### src/rtl/fifo_stream_reader.sv
`default_nettype none
// ============================================================================
// Module   : fifo_stream_reader
// Brief    : Read-side master for a synchronous FIFO with registered dout and
//            write-priority arbitration. Pops bytes into a small circular
//            skid buffer and presents them on a valid/ready stream, keeping
//            a running count of delivered bytes.
// Revision : 1.0 - initial release
// ============================================================================
module fifo_stream_reader #(
    parameter int DATA_W    = 8,
    parameter int BUF_DEPTH = 2,
    parameter int CNT_W     = 16
) (
    input  logic              clk,
    input  logic              rst,
    input  logic              en,
    input  logic              fifo_empty,
    input  logic              fifo_full,
    input  logic              fifo_wr,
    input  logic [DATA_W-1:0] fifo_dout,
    output logic              fifo_rd,
    output logic              m_valid,
    input  logic              m_ready,
    output logic [DATA_W-1:0] m_data,
    output logic [CNT_W-1:0]  byte_count
);

    localparam int c_ptr_w  = (BUF_DEPTH > 1) ? $clog2(BUF_DEPTH) : 1;
    localparam int c_occ_w  = $clog2(BUF_DEPTH + 1);
    localparam int c_free_w = c_occ_w + 1;

    localparam logic [c_ptr_w-1:0]  c_last_ptr = c_ptr_w'(BUF_DEPTH - 1);
    localparam logic [c_free_w-1:0] c_depth    = c_free_w'(BUF_DEPTH);

    logic [DATA_W-1:0]   r_buf [BUF_DEPTH];
    logic [c_ptr_w-1:0]  r_head;
    logic [c_ptr_w-1:0]  r_tail;
    logic [c_occ_w-1:0]  r_occ;
    logic                r_pending;
    logic [CNT_W-1:0]    r_count;

    logic                w_pop;
    logic                w_acc;
    logic [c_free_w-1:0] w_free;

    // Circular pointer advance
    function automatic logic [c_ptr_w-1:0] f_next(input logic [c_ptr_w-1:0] p);
        return (p == c_last_ptr) ? '0 : p + 1'b1;
    endfunction

    assign m_valid    = (r_occ != '0);
    assign m_data     = r_buf[r_head];
    assign byte_count = r_count;
    assign w_pop      = m_valid && m_ready;

    // Slots available for a new read: counts the byte already in flight and
    // credits a same-cycle pop, so the read strobe depends combinationally on
    // m_ready; this is what sustains one byte per cycle.
    assign w_free  = c_depth - c_free_w'(r_occ) - c_free_w'(r_pending)
                   + c_free_w'(w_pop);
    assign fifo_rd = !rst && en && !fifo_empty && (w_free >= c_free_w'(1));

    // The FIFO services an accepted write instead of a colliding read, so such
    // a read returns no data and is simply retried later.
    assign w_acc = fifo_rd && !(fifo_wr && !fifo_full);

    // One-cycle in-flight marker matching the FIFO's registered dout
    always_ff @(posedge clk) begin
        if (rst) r_pending <= 1'b0;
        else     r_pending <= w_acc;
    end

    // Capture the in-flight byte at the buffer tail
    always_ff @(posedge clk) begin
        if (rst) begin
            for (int i = 0; i < BUF_DEPTH; i++) r_buf[i] <= '0;
        end else if (r_pending) begin
            r_buf[r_tail] <= fifo_dout;
        end
    end

    // Head/tail pointers and occupancy; push and pop together cancel out
    always_ff @(posedge clk) begin
        if (rst) begin
            r_head <= '0;
            r_tail <= '0;
            r_occ  <= '0;
        end else begin
            if (r_pending) r_tail <= f_next(r_tail);
            if (w_pop)     r_head <= f_next(r_head);
            case ({r_pending, w_pop})
                2'b10:   r_occ <= r_occ + 1'b1;
                2'b01:   r_occ <= r_occ - 1'b1;
                default: r_occ <= r_occ;
            endcase
        end
    end

    // Delivered-byte counter, wraps naturally
    always_ff @(posedge clk) begin
        if (rst)        r_count <= '0;
        else if (w_pop) r_count <= r_count + 1'b1;
    end

endmodule
`default_nettype wire

### config.mk
export PLATFORM = sky130hd
export DESIGN_NAME = fifo_stream_reader
export DESIGN_NICKNAME = d
export VERILOG_FILES = /design/src/rtl/fifo_stream_reader.sv
export SDC_FILE = /design/constraint.sdc
export NUM_CORES = 1
export LEC_CHECK = 0
export BUFFER_PORTS_ARGS = -buffer_cell sky130_fd_sc_hd__buf_2
export CORE_UTILIZATION = 30
export DETAILED_ROUTE_END_ITERATION = 16
export GPL_TIMING_DRIVEN = 0
export PLACE_DENSITY_LB_ADDON = 0.05
export SKIP_LAST_GASP = 1
export SLEW_MARGIN = 20
export SYNTH_ARGS = -nofsm -noshare
export SYNTH_HDL_FRONTEND = slang
export SYNTH_SLANG_ARGS = --single-unit
export TNS_END_PERCENT = 20
### constraint.sdc
create_clock -name clk -period 4.9 [get_ports clk]
set_input_delay 0.245 -clock clk [delete_from_list [all_inputs] [get_ports clk]]
set_output_delay 0.245 -clock clk [all_outputs]
set_load 0.02 [all_outputs]
==> results.json <==
{
  "startpoint_type": "flip-flop",
  "totalPowerFinal_uw": 673,
  "critical_path_class": "flip-flop to output port",
  "synth-compound-area-share": 0.0526,
  "synthCells": 160,
  "wirelength_mm": 3.47,
  "synthTopCellsByArea": "edfxtp_1, dfxtp_1, and2_1",
  "grt_max_degree": 12,
  "cts_tree": "yes",
  "drive_gt1_frac": 0.295,
  "io_buffer_count": 39,
  "synthArstFlopShare": 0,
  "slew_viol_final": 0,
  "tns_ns": 0,
  "area_growth_pct": 21.4,
  "synthesis.area_sq_um": 1710,
  "root_buffer": "clkbuf_8",
  "final.min_clock_period_ns": 2.78,
  "start_util": 0.311,
  "ys_seq_area_frac": 0.537,
  "synthAdderAreaFrac": 0.0336,
  "synth_edf_count": 16,
  "clk_latency_ns": 0.28,
  "synth_nets": 179,
  "ant_nets": 0,
  "drt_iter0_drc": 67,
  "clkTransAtPathRegs_ns": 0.07,
  "ctsResizeCount": 0,
  "synth_flop_cell": "dfxtp_1",
  "gp_congestion": 0.737,
  "die_h_um": 77.6,
  "synth_top_family_by_area": "simple AND/OR/NAND/NOR gates",
  "drc_errors": 0,
  "ys_ff_latch": 38,
  "fp-row-count": 27,
  "muxShareOfSynthArea": 0.0526,
  "cts_setup_buffers": 0,
  "cts_hold_buf": 0,
  "maxCapViolCount": 0,
  "yosys_warnings": 0,
  "wl_per_cell_um": 12.4,
  "rsz0062_at_grt": "false",
  "avgViaCountPerCell": 4.50,
  "status": "finished, final reports clean",
  "dr_total_vias": 1256,
  "max_slew_margin": 0.399,
  "grt_pass1_wl_mm": 5.95,
  "cp-end-kind": "output port",
  "max_freq_mhz": 360,
  "peakVddDrop_mv": 0.108,
  "fin_skew_ns": 0.00315,
  "core_sq_um": 5510,
  "critPathRequiredTime_ns": 4.66,
  "arrival_ns": 2.53,
  "place_hpwl_mm": 2.42,
  "p_leak_nw": 0.845,
  "min_path_cells": 2,
  "reg2reg_depth": 9,
  "r2r_end": "r_pending",
  "hold_viol_final": 0,
  "design.die.area_sq_um": 6020,
  "antenna_found_initial": 0,
  "io_pins": 41,
  "r2r_setup_slack_ns": 2.58,
  "fp.dieW_um": 77.6,
  "r2r_start": "r_occ[0]",
  "grt-ovfl-total": 0,
  "diodes": 0,
  "fin_nets": 225,
  "min_to": "r_pending",
  "p_per_area_nw_per_um2": 324,
  "htree_levels": 2,
  "clockBufferDepth": 2,
  "crit_fanout": 10,
  "yosysUniqueCellTypes": 33,
  "grt_pass1_vias": 1282,
  "setup_viol": 0,
  "track_usage": 0.127,
  "synth_simple_gate_area_share": 0.217,
  "synth_top_area_frac": 0.280,
  "cts_buffers": 5,
  "min_path_type": "input pin to flip-flop",
  "worst_pin_slew_ns": 0.899,
  "fin_crit_sh": 0.566,
  "first_pass_iters": 4,
  "avgSynthCellArea_sq_um": 10.7,
  "synth_xor_area_frac": 0.0715,
  "yosysTopAreaCell": "edfxtp_1",
  "clock_sinks": 38,
  "hold_start": "fifo_wr"
}
==> worst max-delay path by stage <==
stage | startpoint | to | slack [ns] | cells past startpoint
floorplan | r_occ[0] | r_pending | 2.78 | 9
global placement | r_occ[0] | fifo_rd | 2.41 | 9
detailed placement | r_occ[0] | fifo_rd | 2.39 | 9
CTS | r_occ[0] | fifo_rd | 2.07 | 9
global route | r_occ[0] | fifo_rd | 1.91 | 9
finish | r_occ[0] | fifo_rd | 2.12 | 9
==> placed cells by master (no fill, tap or decap), types with 2 or more instances in the layout <==
cell type	instances
nand2_1	9
nand4_1	2
inv_1	6
clkbuf_8	5
nor4_1	2
xor2_1	5
clkbuf_1	3
buf_2	40
xnor2_1	9
or3_1	4
dfxtp_1	22
buf_6	2
edfxtp_1	16
nor3_1	4
and3_1	2
mux2_2	8
nand4b_1	2
nand3_1	4
nor2_1	15
o21ai_0	7
a21oi_1	7
and2_1	16
clkinv_1	2
or2_2	2
ha_1	3
==> synth_stat cells (2+ instances only) <==
library cell	count
nor3_1	4
nand4_1	2
and3_1	2
edfxtp_1	16
nand3_1	4
xor2_1	5
clkbuf_1	2
nor2_1	15
dfxtp_1	22
nor4_1	2
and2_1	16
xnor2_1	9
ha_1	3
inv_1	6
buf_6	2
a21oi_1	7
or2_2	2
or3_1	4
mux2_2	8
nand4b_1	2
nand2_1	9
o21ai_0	7
==> registers in the layout, indices dropped and copies added (netlist names), named ones only <==
name / flops
byte_count: 16
r_tail: 1
r_occ: 2
r_head: 1
r_pending: 1
r_buf: 16
==> cell families (layout without fill, tap and decap cells) <==
kind of cell    count (synthesis)  after routing
fa+ha+maj                       4              4
xor+xnor                       14             14
simple gates                   67             67
mux                             8              8
flops                          38             38
compound gates                 17             17
buf+inv                        12             59
==> critical path: stages, from the launching register on <==
cell and delay, ns:
dfxtp_1 0.36, o21ai_1 0.22, buf_2 0.25, clkinv_1 0.29
fa_1 0.44, inv_1 0.06, ha_1 0.21, o21ai_0 0.07
and3_1 0.18, buf_2 0.16
==> where the power goes <==
part	leakage (nW)	switching, mW	internal, mW
clock network	0.0426	0.109	0.0979
registers	0.344	0.0104	0.345
logic	0.458	0.0640	0.0465
==> per-stage QoR <==
step	utilization	instance area [sq um]	hold slack [ns]	setup slack (ns)	cells
after global routing	0.378	2080	0.157	1.91	279
after global placement	0.363	2000	0.440	2.41	271
after CTS	0.378	2080	0.135	2.07	279
after detailed placement	0.363	2000	0.449	2.39	271
after floorplan	-	1710	0.351	2.78	160
final	0.378	2080	0.141	2.12	279
==> area by class of cell <==
cell class | count | area (sq um)
inverter | 7 | 26.3
multi-input combinational | 110 | 732
fill | 559 | 3430
buffer | 5 | 35.0
clock buffer | 6 | 72.6
tap | 72 | 90.1
clock inverter | 2 | 8.76
timing repair buffer | 39 | 195
sequential | 38 | 921
==> layer usage <==
metal / vias to the layer above / routed length, um / GRT usage
met3: 5 / 141 / 0.0282
met5: - / 0 / 0
met2: 26 / 1670 / 0.208
li1: 648 / - / -
met1: 577 / 1610 / 0.154
met4: 0 / 54 / 0.0679
Power figures use the tool's default switching activity.
